## src/rtl/a2d_pkg.sv

```systemverilog
// Shared types and constants for the A2D SPI responder.
package a2d_pkg;

    typedef enum logic [1:0] {
        IDLE    = 2'd0,
        CMD     = 2'd1,
        RESP    = 2'd2,
        OVERRUN = 2'd3
    } a2d_slv_state_t;

    localparam int CMD_BITS  = 16;
    localparam int RESP_BITS = 16;
    localparam int CHNL_MSB  = 13;
    localparam int CHNL_LSB  = 11;
    localparam int DATA_W    = 12;
    localparam int NUM_CHNL  = 8;
    localparam int CNT_W     = 6;

    // Saturating increment: the edge counter sticks at its maximum instead of wrapping.
    function automatic logic [CNT_W-1:0] sat_inc(input logic [CNT_W-1:0] v);
        return (v == {CNT_W{1'b1}}) ? v : v + 1'b1;
    endfunction

endpackage

```

## src/rtl/a2d_spi_slave_if.sv

```systemverilog
// SPI link plus channel-register write port, seen from master and slave sides.
interface a2d_spi_slave_if;
    import a2d_pkg::*;

    logic              a2d_SS_n;
    logic              SCLK;
    logic              MOSI;
    logic              MISO;
    logic              wr_en;
    logic [2:0]        wr_chnnl;
    logic [DATA_W-1:0] wr_data;

    modport master (
        output a2d_SS_n, SCLK, MOSI, wr_en, wr_chnnl, wr_data,
        input  MISO
    );

    modport slave (
        input  a2d_SS_n, SCLK, MOSI, wr_en, wr_chnnl, wr_data,
        output MISO
    );

endinterface

```

## src/rtl/a2d_spi_slave_spi_sync_edge.sv

```systemverilog
// Two-flop synchronizer with rise/fall detection on the synchronized copy.
module spi_sync_edge (
    input  logic clk,
    input  logic rst_n,
    input  logic i_async,
    output logic o_sync,
    output logic o_rise,
    output logic o_fall
);

    logic r_meta;
    logic r_sync;
    logic r_prev;

    // Synchronizer chain plus one history flop; resets to the idle-high bus level.
    always_ff @(posedge clk or negedge rst_n) begin
        if (!rst_n) begin
            r_meta <= 1'b1;
            r_sync <= 1'b1;
            r_prev <= 1'b1;
        end else begin
            r_meta <= i_async;
            r_sync <= r_meta;
            r_prev <= r_sync;
        end
    end

    assign o_sync = r_sync;
    assign o_rise = r_sync & ~r_prev;
    assign o_fall = ~r_sync & r_prev;

endmodule

```

## src/rtl/a2d_spi_slave.sv

```systemverilog
// SPI responder modelling an 8-channel 12-bit A2D: decodes the channel from
// the command word and shifts that channel's sample back on MISO.
module a2d_spi_slave
    import a2d_pkg::*;
#(
    parameter int                FRAME_BITS = 32,
    parameter logic [DATA_W-1:0] RST_VAL    = 12'h800
) (
    input  logic        clk,
    input  logic        rst_n,
    a2d_spi_slave_if.slave spi,
    output logic [2:0]  last_chnnl,
    output logic        frame_done,
    output logic        frame_err
);

    localparam logic [CNT_W-1:0] RESP_START = CNT_W'(CMD_BITS + 1);
    localparam logic [CNT_W-1:0] FRAME_END  = CNT_W'(FRAME_BITS);

    logic w_ss_sync, w_ss_rise, w_ss_fall;
    logic w_sclk_sync, w_sclk_rise, w_sclk_fall;
    logic w_mosi_sync, w_mosi_rise, w_mosi_fall;

    spi_sync_edge u_sync_ss (
        .clk(clk), .rst_n(rst_n), .i_async(spi.a2d_SS_n),
        .o_sync(w_ss_sync), .o_rise(w_ss_rise), .o_fall(w_ss_fall)
    );

    spi_sync_edge u_sync_sclk (
        .clk(clk), .rst_n(rst_n), .i_async(spi.SCLK),
        .o_sync(w_sclk_sync), .o_rise(w_sclk_rise), .o_fall(w_sclk_fall)
    );

    // MOSI only needs the synchronized level; its edge outputs are not used.
    spi_sync_edge u_sync_mosi (
        .clk(clk), .rst_n(rst_n), .i_async(spi.MOSI),
        .o_sync(w_mosi_sync), .o_rise(w_mosi_rise), .o_fall(w_mosi_fall)
    );

    // Channel register file: one independently written register per channel.
    logic [NUM_CHNL-1:0][DATA_W-1:0] w_chan;

    genvar gi;
    generate
        for (gi = 0; gi < NUM_CHNL; gi++) begin : g_chan
            logic [DATA_W-1:0] r_val;
            // Load the sample when the write port targets this channel.
            always_ff @(posedge clk or negedge rst_n) begin
                if (!rst_n) begin
                    r_val <= RST_VAL;
                end else if (spi.wr_en && (spi.wr_chnnl == 3'(gi))) begin
                    r_val <= spi.wr_data;
                end
            end
            assign w_chan[gi] = r_val;
        end
    endgenerate

    a2d_slv_state_t         r_state;
    logic [CNT_W-1:0]       r_cnt;
    logic [CMD_BITS-1:0]    r_cmd;
    logic [RESP_BITS-1:0]   r_shift;
    logic                   r_miso;
    logic [2:0]             r_last_chnnl;
    logic                   r_frame_done;
    logic                   r_frame_err;

    logic [CNT_W-1:0]       w_cnt_inc;
    logic [RESP_BITS-1:0]   w_snap;

    assign w_cnt_inc = sat_inc(r_cnt);
    // Response word is the zero-padded sample of the channel decoded so far.
    assign w_snap    = {{(RESP_BITS-DATA_W){1'b0}}, w_chan[r_cmd[CHNL_MSB:CHNL_LSB]]};

    // Frame FSM: counts SCLK falls, captures the command, shifts the snapshot out
    // and classifies the frame when SS_n rises (which overrides any same-clk SCLK edge).
    always_ff @(posedge clk or negedge rst_n) begin
        if (!rst_n) begin
            r_state      <= IDLE;
            r_cnt        <= '0;
            r_cmd        <= '0;
            r_shift      <= '0;
            r_miso       <= 1'b0;
            r_last_chnnl <= 3'd0;
            r_frame_done <= 1'b0;
            r_frame_err  <= 1'b0;
        end else begin
            r_frame_done <= 1'b0;
            if ((r_state != IDLE) && w_ss_rise) begin
                r_state <= IDLE;
                r_cnt   <= '0;
                r_miso  <= 1'b0;
                if (r_cnt == FRAME_END) begin
                    r_frame_done <= 1'b1;
                    r_last_chnnl <= r_cmd[CHNL_MSB:CHNL_LSB];
                end else begin
                    r_frame_err  <= 1'b1;
                end
            end else begin
                case (r_state)
                    IDLE: begin
                        r_cnt  <= '0;
                        r_miso <= 1'b0;
                        if (w_ss_fall) begin
                            r_state <= CMD;
                            r_cmd   <= '0;
                        end
                    end
                    CMD: begin
                        if (w_sclk_rise) begin
                            r_cmd <= {r_cmd[CMD_BITS-2:0], w_mosi_sync};
                        end
                        if (w_sclk_fall) begin
                            r_cnt <= w_cnt_inc;
                            if (w_cnt_inc == RESP_START) begin
                                // Snapshot taken here; later writes do not disturb this frame.
                                r_state <= RESP;
                                r_miso  <= w_snap[RESP_BITS-1];
                                r_shift <= {w_snap[RESP_BITS-2:0], 1'b0};
                            end else begin
                                r_miso  <= 1'b0;
                            end
                        end
                    end
                    RESP: begin
                        if (w_sclk_fall) begin
                            r_cnt <= w_cnt_inc;
                            if (w_cnt_inc > FRAME_END) begin
                                r_state <= OVERRUN;
                                r_miso  <= 1'b0;
                            end else begin
                                r_miso  <= r_shift[RESP_BITS-1];
                                r_shift <= {r_shift[RESP_BITS-2:0], 1'b0};
                            end
                        end
                    end
                    OVERRUN: begin
                        if (w_sclk_fall) begin
                            r_cnt  <= w_cnt_inc;
                        end
                        r_miso <= 1'b0;
                    end
                    default: begin
                        r_state <= IDLE;
                        r_miso  <= 1'b0;
                    end
                endcase
            end
        end
    end

    assign spi.MISO   = r_miso;
    assign last_chnnl = r_last_chnnl;
    assign frame_done = r_frame_done;
    assign frame_err  = r_frame_err;

    // Levels and edges that the frame logic does not consume.
    logic w_unused;
    assign w_unused = ^{w_ss_sync, w_sclk_sync, w_mosi_rise, w_mosi_fall, r_cmd[CMD_BITS-1]};

endmodule

```

## src/flat_wrapper.sv

```systemverilog
// flat-port wrapper written by rule: the top's interface ports become plain ports
module a2d_spi_slave_flat import a2d_pkg::*;
#(
    parameter int                FRAME_BITS = 32,
    parameter logic [DATA_W-1:0] RST_VAL    = 12'h800
)
  (clk, rst_n, last_chnnl, frame_done, frame_err, spi_a2d_SS_n, spi_SCLK, spi_MOSI, spi_wr_en, spi_wr_chnnl, spi_wr_data, spi_MISO);
  a2d_spi_slave_if spi_i ();
  input  logic clk;
  input  logic rst_n;
  output logic [2:0] last_chnnl;
  output logic frame_done;
  output logic frame_err;
  input wire logic [$bits(spi_i.a2d_SS_n)-1:0] spi_a2d_SS_n;
  input wire logic [$bits(spi_i.SCLK)-1:0] spi_SCLK;
  input wire logic [$bits(spi_i.MOSI)-1:0] spi_MOSI;
  input wire logic [$bits(spi_i.wr_en)-1:0] spi_wr_en;
  input wire logic [$bits(spi_i.wr_chnnl)-1:0] spi_wr_chnnl;
  input wire logic [$bits(spi_i.wr_data)-1:0] spi_wr_data;
  output wire logic [$bits(spi_i.MISO)-1:0] spi_MISO;
  assign spi_i.a2d_SS_n = spi_a2d_SS_n;
  assign spi_i.SCLK = spi_SCLK;
  assign spi_i.MOSI = spi_MOSI;
  assign spi_i.wr_en = spi_wr_en;
  assign spi_i.wr_chnnl = spi_wr_chnnl;
  assign spi_i.wr_data = spi_wr_data;
  assign spi_MISO = spi_i.MISO;
  a2d_spi_slave #(.FRAME_BITS(FRAME_BITS), .RST_VAL(RST_VAL)) u_core (.clk(clk), .rst_n(rst_n), .spi(spi_i), .last_chnnl(last_chnnl), .frame_done(frame_done), .frame_err(frame_err));
endmodule
```

## config.mk

```make
export PLATFORM = sky130hd
export DESIGN_NAME = a2d_spi_slave_flat
export DESIGN_NICKNAME = d
export VERILOG_FILES = /design/src/rtl/a2d_pkg.sv /design/src/rtl/a2d_spi_slave_if.sv /design/src/rtl/a2d_spi_slave_spi_sync_edge.sv /design/src/rtl/a2d_spi_slave.sv /design/src/flat_wrapper.sv
export SDC_FILE = /design/constraint.sdc
export NUM_CORES = 1
export LEC_CHECK = 0
export ABC_CLOCK_PERIOD_IN_PS = 3960
export CELL_PAD_IN_SITES_DETAIL_PLACEMENT = 1
export CELL_PAD_IN_SITES_GLOBAL_PLACEMENT = 1
export CORE_AREA = 2 2 153 155
export DETAILED_ROUTE_END_ITERATION = 8
export DIE_AREA = 0 0 155 157
export PLACE_DENSITY_LB_ADDON = 0.2
export SYNTH_ARGS = -nofsm -noshare
export SYNTH_HDL_FRONTEND = slang
export SYNTH_SLANG_ARGS = --single-unit
```

## constraint.sdc

```tcl
create_clock -name clk -period 3.96 [get_ports clk]
set_input_delay 0.792 -clock clk [delete_from_list [all_inputs] [get_ports clk]]
set_output_delay 0.792 -clock clk [all_outputs]
set_load 0.005 [all_outputs]
```

Word-level counts from Yosys, hierarchy flattened
Cells that the tools add are included.
Storage, ports and cells
  register bits after elaboration: 148
  output and inout port bits: 6
  input port bits: 21
  word-level logic and storage cells: 113
Cells by class
  multiplexer cells: 28
  bitwise logic cells: 10
  equal/unequal tests: 25
  reduce and logical (&&, ||, !) cells: 23
  $add $sub $neg: 1
  order comparisons: 2
Operator list (count)
  16-bit 2-to-1 mux: 4
  12-bit binary-select mux with 3-bit select: 1
  16-bit one-hot mux with 2 select lines: 1
  14-bit 2-to-1 mux: 2
  14-bit one-hot mux with 2 select lines: 1
  6-bit 2-to-1 mux: 3
  3-bit equality test (second input constant): 4
  6-bit equality test (second input constant): 2
  12-bit 2-to-1 mux: 1
  2-bit 2-to-1 mux: 6
  6-bit one-hot mux with 2 select lines: 1
  6-bit AND reduction: 2
  2-bit != test (second input constant): 5
  1-bit logical AND: 9
  3-bit by 1-bit != test with 1-bit output (second input constant): 3
  3-bit by 2-bit != test with 1-bit output (second input constant): 3
  6-bit by 1-bit adder with 6-bit output (second input constant): 1
  3-bit by 2-bit equality test with 1-bit output (second input constant): 2
  6-bit by 5-bit equality test with 1-bit output (second input constant): 1
  6-bit greater-than comparator (second input constant): 1
  1-bit 2-to-1 mux: 6
  1-bit NOT: 6
  2-bit one-hot mux with 3 select lines: 1
  2-bit AND reduction: 3
  14 further kinds: 20

Depth between registers and ports, before layout
Gate-level depths: netlist of run 1.
  word-level depth: 7
  gate-level depth with buffers: 9
  depth with buffers taken out: 8

Cells and area by module
From an unflattened synthesis of run 1, not the netlist that was laid out.
Second synthesis, totals
  cells, all modules: 498
  area total of the unflattened synthesis: 6779.0 sq um
Modules (own cells, without submodules)
  a2d_spi_slave: instances 1, sequential area each 3488.3 sq um, area each 6497.5 sq um, cells each 483
  spi_sync_edge: instances 3, sequential area each 78.8 sq um, area each 93.8 sq um, cells each 5

Least setup slack after synthesis of run 1
OpenSTA, ideal clock, no wires.
  path type: register to register
  from: reg u_core.r_cnt[0]
  to: reg u_core.r_shift[10]
  path slack: 1.663 ns
  library setup time: 0.127 ns
  arrival time: 2.170 ns
  cell stages (with the launch flop): 9
  data required time: 3.833 ns
  cells stage by stage: dfrtp_1 ha_1 nand3_1 mux2i_1 and3_1 a22oi_2 o41ai_4 buf_6 mux2_1
On the way
  cells in the longest elaborated chain, start to end: 5
  elaborated cells between the ends (all ways): 8
RTL lines
  start: declaration: line a2d_spi_slave.sv:60  | logic [CNT_W-1:0] r_cnt;
  start signal: assignment: line a2d_spi_slave.sv:114  | r_cnt <= w_cnt_inc;
  start signal: assignment: line a2d_spi_slave.sv:127  | r_cnt <= w_cnt_inc;
  start signal: assignment: line a2d_spi_slave.sv:139  | r_cnt <= w_cnt_inc;
  6-bit by 1-bit adder with 6-bit output or 6-bit equality test (tied branches): line a2d_pkg.sv:21  | return (v == {CNT_W{1'b1}}) ? v : v + 1'b1;
  6-bit 2-to-1 mux (*): line a2d_pkg.sv:21
  6-bit greater-than comparator or 6-bit by 5-bit equality test with 1-bit output (tied branches): line a2d_spi_slave.sv:128, a2d_spi_slave.sv:115
  2-bit != test (no source line) or 2-bit by 1-bit != test with 1-bit output (tied branches)
  6-bit AND reduction (no source line) (*)
  end signal: assignment: line a2d_spi_slave.sv:119  | r_shift <= {w_snap[RESP_BITS-2:0], 1'b0};
  end signal: assignment: line a2d_spi_slave.sv:133  | r_shift <= {r_shift[RESP_BITS-2:0], 1'b0};
  end: declaration: line a2d_spi_slave.sv:62  | logic [RESP_BITS-1:0] r_shift;
Every way passes the cells marked *; elsewhere a longest branch is shown, timed or not.
A chain may end at the register's enable or synchronous reset.

Worst setup path in the final report of run 1
  from: reg u_core.r_state[1]
  to: reg u_core.r_shift[1]
On the way
  cells in the longest elaborated chain, start to end: 4
  elaborated cells between the ends (all ways): 12
RTL lines
  start: declaration: line a2d_spi_slave.sv:59  | a2d_slv_state_t r_state;
  start signal: assignment: line a2d_spi_slave.sv:79  | r_state <= IDLE;
  start signal: assignment: line a2d_spi_slave.sv:90  | r_state <= IDLE;
  start signal: assignment: line a2d_spi_slave.sv:105  | r_state <= CMD;
  parallel branches: the longest is 4 deep, another holds 6-bit AND reduction
Several ways; the timed one is not identified.

==> results of run 1 <==
per-stage QoR:
step | total power (uW) | util | instance area (um^2)
after global placement | 2760 | 0.327 | 7350
final | 4340 | 0.352 | 7920
after global routing | 4600 | 0.352 | 7920
after detailed placement | 2810 | 0.327 | 7350
after CTS | 4430 | 0.352 | 7920
after floorplan | 2550 | - | 6720
placed cells by master, fill, tap and decap left out, types with 6 or more instances in the layout:
cell	synthesis	routed
o21ai_0	15	15
buf_4	0	12
dfrtp_1	131	130
inv_1	22	22
dfstp_2	16	16
nor2_1	26	26
nand2b_1	6	6
clkdlybuf4s50_1	0	25
nand2_1	23	23
clkbuf_16	0	17
mux4_2	24	24
mux2_1	7	7
mux2i_1	18	18
mux2_2	104	104
a31o_2	14	14
final timing paths:
path | startpoint | end | slack (ns) | cells after the start
max reg2reg | u_core.r_state[1] | u_core.r_shift[1] | 1.19 | 8
min in group asynchronous | rst_n | u_core.r_shift[15] | 0.37 | 1
max | u_core.r_state[1] | u_core.r_shift[1] | 1.19 | 8
min | u_core.u_sync_mosi.r_meta | u_core.u_sync_mosi.o_sync | 0.36 | 0
max in group asynchronous | rst_n | u_core.g_chan[2].r_val[11] | 2.64 | 2
min reg2reg | u_core.u_sync_mosi.r_meta | u_core.u_sync_mosi.o_sync | 0.36 | 0
power groups by stage:
stage               Sequential, uW  Clock (uW)  Combinational, uW
global placement              1970           0                786
floorplan                     1940           0                609
detailed placement            2000           0                819
CTS                           1970        1630                822
finish                        1970        1570                802
global route                  2010        1690                898
sequential cells by signal, indices dropped and copies added, names as in the netlist:
signal                     flops
u_core.u_sync_mosi.o_sync      1
u_core.frame_err               1
u_core.u_sync_sclk.r_prev      1
u_core.spi.MISO                1
u_core.r_cnt                   6
u_core.u_sync_ss.r_meta        1
u_core.u_sync_sclk.o_sync      1
u_core.r_shift                15
u_core.last_chnnl              3
u_core.r_state                 2
u_core.u_sync_ss.o_sync        1
u_core.g_chan.r_val           96
u_core.u_sync_sclk.r_meta      1
u_core.u_sync_ss.r_prev        1
u_core.r_cmd                  14
u_core.u_sync_mosi.r_meta      1
u_core.frame_done              1
cell families after synthesis:
logic type / Yosys count
flip-flops: 147
AO/OA/AOI/OAI: 45
buffers and inverters: 48
XOR/XNOR: 3
AND/OR/NAND/NOR: 88
multiplexers: 153
adder cells (fa/ha/maj): 5
worst max-delay path, stage by stage (launching register included):
cell	delay [ns]
dfrtp_1	0.42
inv_1	0.12
ha_1	0.74
nor2_1	0.20
nor3_1	0.19
nand4_1	0.18
o41ai_4	0.11
buf_4	0.33
mux2_2	0.36
layout make-up:
| cell class | count | area, um^2 | area share |
|---|---|---|---|
| Timing Repair Buffer | 38 | 352 | 0.0444 |
| Multi-Input combinational cell | 294 | 2850 | 0.360 |
| Clock inverter | 14 | 144 | 0.0182 |
| Sequential cell | 147 | 3700 | 0.467 |
| Clock buffer | 18 | 429 | 0.0542 |
| Tap cell | 285 | 357 | 0.0450 |
| Inverter | 23 | 86.3 | 0.0109 |
layer usage:
| layer | part of all wire | up-vias | track usage |
|---|---|---|---|
| met5 | 0 | - | 0 |
| met4 | 0.0076 | 0 | 0.0317 |
| met3 | 0.025 | 9 | 0.0328 |
| met2 | 0.52 | 44 | 0.240 |
| met1 | 0.45 | 2147 | 0.171 |
| li1 | - | 1842 | - |
==> impl_metrics.tcl, run 1 <==
set metrics [dict create \
    ys_seq_elements 147 \
    area_growth_syn_to_layout_pct 17.9 \
    grt-ovfl-total 0 \
    p_sw_uw 1230 \
    grt_util_all_layers 0.137 \
    cts-root-buf "clkbuf_16" \
    cts_max_level 4 \
    p_leak_uw 0.00330 \
    cts.clk_slew.worst_paths_ns 0.06 \
    fin_tns_setup_ns 0 \
    hold_buffers 0 \
    drive_gt1_frac 0.395 \
    synth.top_cell.area_share 0.488 \
    rsz0062_at_grt "false" \
    final_cells 819 \
    intPower_uw 3110 \
    antenna_found_initial 0 \
    syn_area_um2 6720 \
    cp.arrival_ns 3.07 \
    startpoint_type "flip-flop" \
    grt_max_degree 74 \
    drtIter0Drc 76 \
    gp_congestion 0.726 \
    syn_nets 515 \
    yosys-top-cells-count "dfrtp_1 (131), mux2_2 (104), nor2_1 (26)" \
    fp.coreArea_um2 22500 \
    synth_ff_type "dfrtp_1" \
    drt_pass1_iterations 4 \
    nNetsFinal 547 \
    cts_tree "yes" \
    cts_made_buffers 17 \
    cts_setup_buffers 0 \
    status "finished, final reports clean" \
    dieArea_um2 24300 \
    fin_crit_ns 2.77 \
    drt-total-wl_mm 15.0 \
    finalSetupViolations 0 \
    synth_top_family_by_area "multiplexers" \
    hold_slack_ns 0.358 \
    cts_resized 0 \
    row_count 55 \
    die_h_um 157 \
    grt_pass1_wl_mm 25.3 \
    worst_ep_required_time_ns 4.26 \
    io_buffers 26 \
    synth_adder_area_share 0.00931 \
    synthSimpleGateAreaFrac 0.0644 \
    slew_violations 0 \
    post-place-ws_ns 1.05 \
    synthCells 489 \
    clock-sinks 147 \
    pin_count 27 \
    synth_edf_count 0 \
    start_util 0.299 \
    worstSetupEndpointType "flip-flop" \
    grt_pass1_vias 4547 \
    vias 4042 \
    cts_max_path_buffers 2 \
    synth-seq-area-share 0.550 \
    num_antenna_cells 0 \
    yosysUniqueCellTypes 43 \
    critical_path_class "flip-flop to flip-flop" \
    ir_drop_mv 0.192 \
    drc 0 \
    crit_fanout 20 \
    period_share 0.701 \
    p_per_area_nw_per_um2 548 \
    async_reset_ff_frac 1.00 \
    synthMuxAreaShare 0.293 \
    hpwl_mm 9.51 \
    synth_area_leader_cell "dfrtp_1" \
    final_hold_viol_count 0 \
    slew_headroom 0.292 \
    yosysMostFrequentCell "dfrtp_1" \
    synth_area_per_cell_um2 13.7 \
    routed_via_density 4.94 \
    hp-class "flip-flop to flip-flop" \
    drtAntennaViolNets 0 \
    yosysWarnings 0 \
    p_seq_frac 0.453 \
    clock.fmax_ghz 0.360 \
    pwr-share-comb 0.185 \
    setup_slack_ns 1.19 \
    clkPwrFrac 0.362 \
    fill_cells 2349 \
    synth-compound-area-share 0.0499 \
    ys_top_cells_by_area "dfrtp_1 (49%), mux2_2 (17%), mux4_2 (8.0%), dfstp_2 (6.3%), mux2i_1 (2.7%)" \
    worst_slew_pin_slew_ns 1.06 \
    switching_share 0.283 \
    place_inst 787 \
    wl_per_cell_um 18.4 \
    dieWidth_um 155 \
    synth_xor_area_frac 0.00391 \
    cap_violations 0 \
    skew_ns 0.00830 \
    clock_latency_ns 0.42 \
]
(Power assumes the default switching activity.)
==> inputs of run 2 (changes only) <==
--- a/config.mk
+++ b/config.mk
@@ -5,7 +5,7 @@
 export SDC_FILE = /design/constraint.sdc
 export NUM_CORES = 1
 export LEC_CHECK = 0
-export ABC_CLOCK_PERIOD_IN_PS = 3960
+export ABC_CLOCK_PERIOD_IN_PS = 2500
 export CELL_PAD_IN_SITES_DETAIL_PLACEMENT = 1
 export CELL_PAD_IN_SITES_GLOBAL_PLACEMENT = 1
 export CORE_AREA = 2 2 153 155
==> constraint.sdc (replaced) <==
create_clock -name clk -period 2.5 [get_ports clk]
set_input_delay 0.5 -clock clk [delete_from_list [all_inputs] [get_ports clk]]
set_output_delay 0.5 -clock clk [all_outputs]
set_load 0.005 [all_outputs]
==> run 2 against run 1 <==
Effect of this change: hold slack got worse by 0.31 ns; sequential power grew 58%; clock-buffer cell count decreased by 1; clock power rose by 55%; non-clock buffer count rose by 10; largest power group unchanged; critical path depth unchanged; critical endpoint unchanged.
==> impl_metrics.tcl, run 2 (synthesis results as in run 1) <==
set metrics [dict create \
    grt_pass1_vias 4601 \
    cap_violations 0 \
    area_growth_syn_to_layout_pct 20.2 \
    io_buffers 26 \
    pwr-share-comb 0.192 \
    layout_common_cells "dfrtp_1 (130), mux2_2 (104), nor2_1 (26)" \
    dieWidth_um 155 \
    pin_count 27 \
    die_h_um 157 \
    clock_latency_ns 0.43 \
    clock-sinks 147 \
    cp.arrival_ns 2.63 \
    cts_resized 0 \
    drtAntennaViolNets 0 \
    cts_tree "yes" \
    row_count 55 \
    critical_path_buf_inv_count 1 \
    dieArea_um2 24300 \
    worst_ep_required_time_ns 2.81 \
    finalSetupViolations 0 \
    hp-class "input port to asynchronous set/reset pin" \
    cpPeakStageDelay_ns 0.41 \
    grt-ovfl-total 0 \
    startpoint_type "flip-flop" \
    hpwl_mm 9.73 \
    num_antenna_cells 0 \
    drt_pass1_iterations 4 \
    p_seq_frac 0.453 \
    grt_pass1_wl_mm 25.5 \
    setup_slack_ns 0.180 \
    top_register "u_core.g_chan.r_val" \
    gp_congestion 0.750 \
    largest_reg_flops 96 \
    drtIter0Drc 98 \
    intPower_uw 4880 \
    antenna_found_initial 0 \
    cts_setup_buffers 0 \
    worst_slew_pin_slew_ns 0.595 \
    start_util 0.299 \
    clkPwrFrac 0.355 \
    reg_top3 "u_core.g_chan.r_val x96, u_core.r_shift x15, u_core.r_cmd x14" \
    cts_made_buffers 17 \
    skew_ns 0.0106 \
    drt-total-wl_mm 15.3 \
    critical_path_class "flip-flop to flip-flop" \
    routed_via_density 4.92 \
    drc 0 \
    post-route-cell-area_um2 8080 \
    nNetsFinal 557 \
    worstSetupEndpointType "flip-flop" \
    cpMaxStageDelayCell "dfrtp_1" \
    fp.coreArea_um2 22500 \
    drive_gt1_frac 0.410 \
    fin_tns_setup_ns 0 \
    power_uw 6880 \
    cts_max_path_buffers 2 \
    cp_cell_sequence "ha_2, and2_1, a21oi_1, nor3_2, a22oi_2, o41ai_4, buf_12, mux2_2" \
    post-place-ws_ns 0.142 \
    slew_headroom 0.604 \
    placed_cell_area_um2 7510 \
    rsz0062_at_grt "false" \
    period_share 0.928 \
    p_leak_uw 0.00336 \
    final_hold_viol_count 0 \
    status "finished, final reports clean" \
    crit_fanout 15 \
    p_per_area_nw_per_um2 852 \
    fin_crit_ns 2.32 \
    grt_util_all_layers 0.139 \
    switching_share 0.290 \
    postLayoutCoreUtil 0.359 \
    slew_violations 0 \
    cp_top_family "compound AO/OA/AOI/OAI gates" \
    cts.clk_slew.worst_paths_ns 0.06 \
    vias 4079 \
    layout_commonest_cell "dfrtp_1" \
    p_sw_uw 1990 \
    hold_buffers 0 \
    cts-root-buf "clkbuf_16" \
    clock.fmax_ghz 0.431 \
    cts_max_level 4 \
    wl_per_cell_um 18.5 \
    grt_max_degree 63 \
    ir_drop_mv 0.367 \
]
[run 2: changes by cell type in the layout (fill, tap and decap cells not counted), sizes merged]
cell      previous run  this run
buf                 13        23
bufinv               1         0
clkbuf              18        17
clkinvlp             1         2
inv                 29        30
[run 2: worst register-to-register path, stage by stage (launching register included)]
cell and delay (ns):
dfrtp_1 0.41, ha_2 0.28, and2_1 0.18, a21oi_1 0.09, nor3_2 0.28, a22oi_2 0.16
o41ai_4 0.28, buf_12 0.20, mux2_2 0.34
[run 2: area by class of cell]
cell class | instances | area (um^2)
Clock inverter | 15 | 138
Tap cell | 285 | 357
Sequential cell | 147 | 3700
Multi-Input combinational cell | 294 | 2860
Clock buffer | 17 | 425
Timing Repair Buffer | 48 | 514
Fill cell | 2343 | 14400
Inverter | 23 | 86.3
[run 2: power groups by stage]
stage,Clock [uW],Sequential (uW),Combinational (uW)
2_1_floorplan,0,3070,965
3_3_place_gp,0,3120,1290
3_5_place_dp,0,3160,1340
4_1_cts,2530,3120,1350
5_1_grt,2640,3180,1470
6_report,2440,3110,1320
[run 2: per-stage QoR]
step                instances  hold slack, ns
finish                    829          0.0467
global route              829          0.0967
CTS                       829          0.0693
detailed placement        797           0.347
global placement          797           0.347
floorplan                 489           0.204
[run 2: per-layer routing]
metal / global-route usage / wire length [um] / vias up
met5: 0 / 0 / -
met4: 0.0348 / 139 / 0
met3: 0.0372 / 415 / 14
met2: 0.242 / 7860 / 41
met1: 0.171 / 6890 / 2166
li1: - / - / 1858
[run 2: worst paths after layout]
check                                           from                         to  slack [ns]  cells past startpoint
hold reg to reg            u_core.u_sync_mosi.r_meta  u_core.u_sync_mosi.o_sync        0.36                      0
setup / recovery                     u_core.r_cnt[0]          u_core.r_shift[1]        0.18                      8
min in group clk           u_core.u_sync_mosi.r_meta  u_core.u_sync_mosi.o_sync        0.36                      0
max in group asynchronous                      rst_n  u_core.u_sync_mosi.r_meta        1.69                      2
hold / removal                                 rst_n            u_core.r_cnt[3]        0.05                      1
setup reg to reg                     u_core.r_cnt[0]          u_core.r_shift[1]        0.18                      8
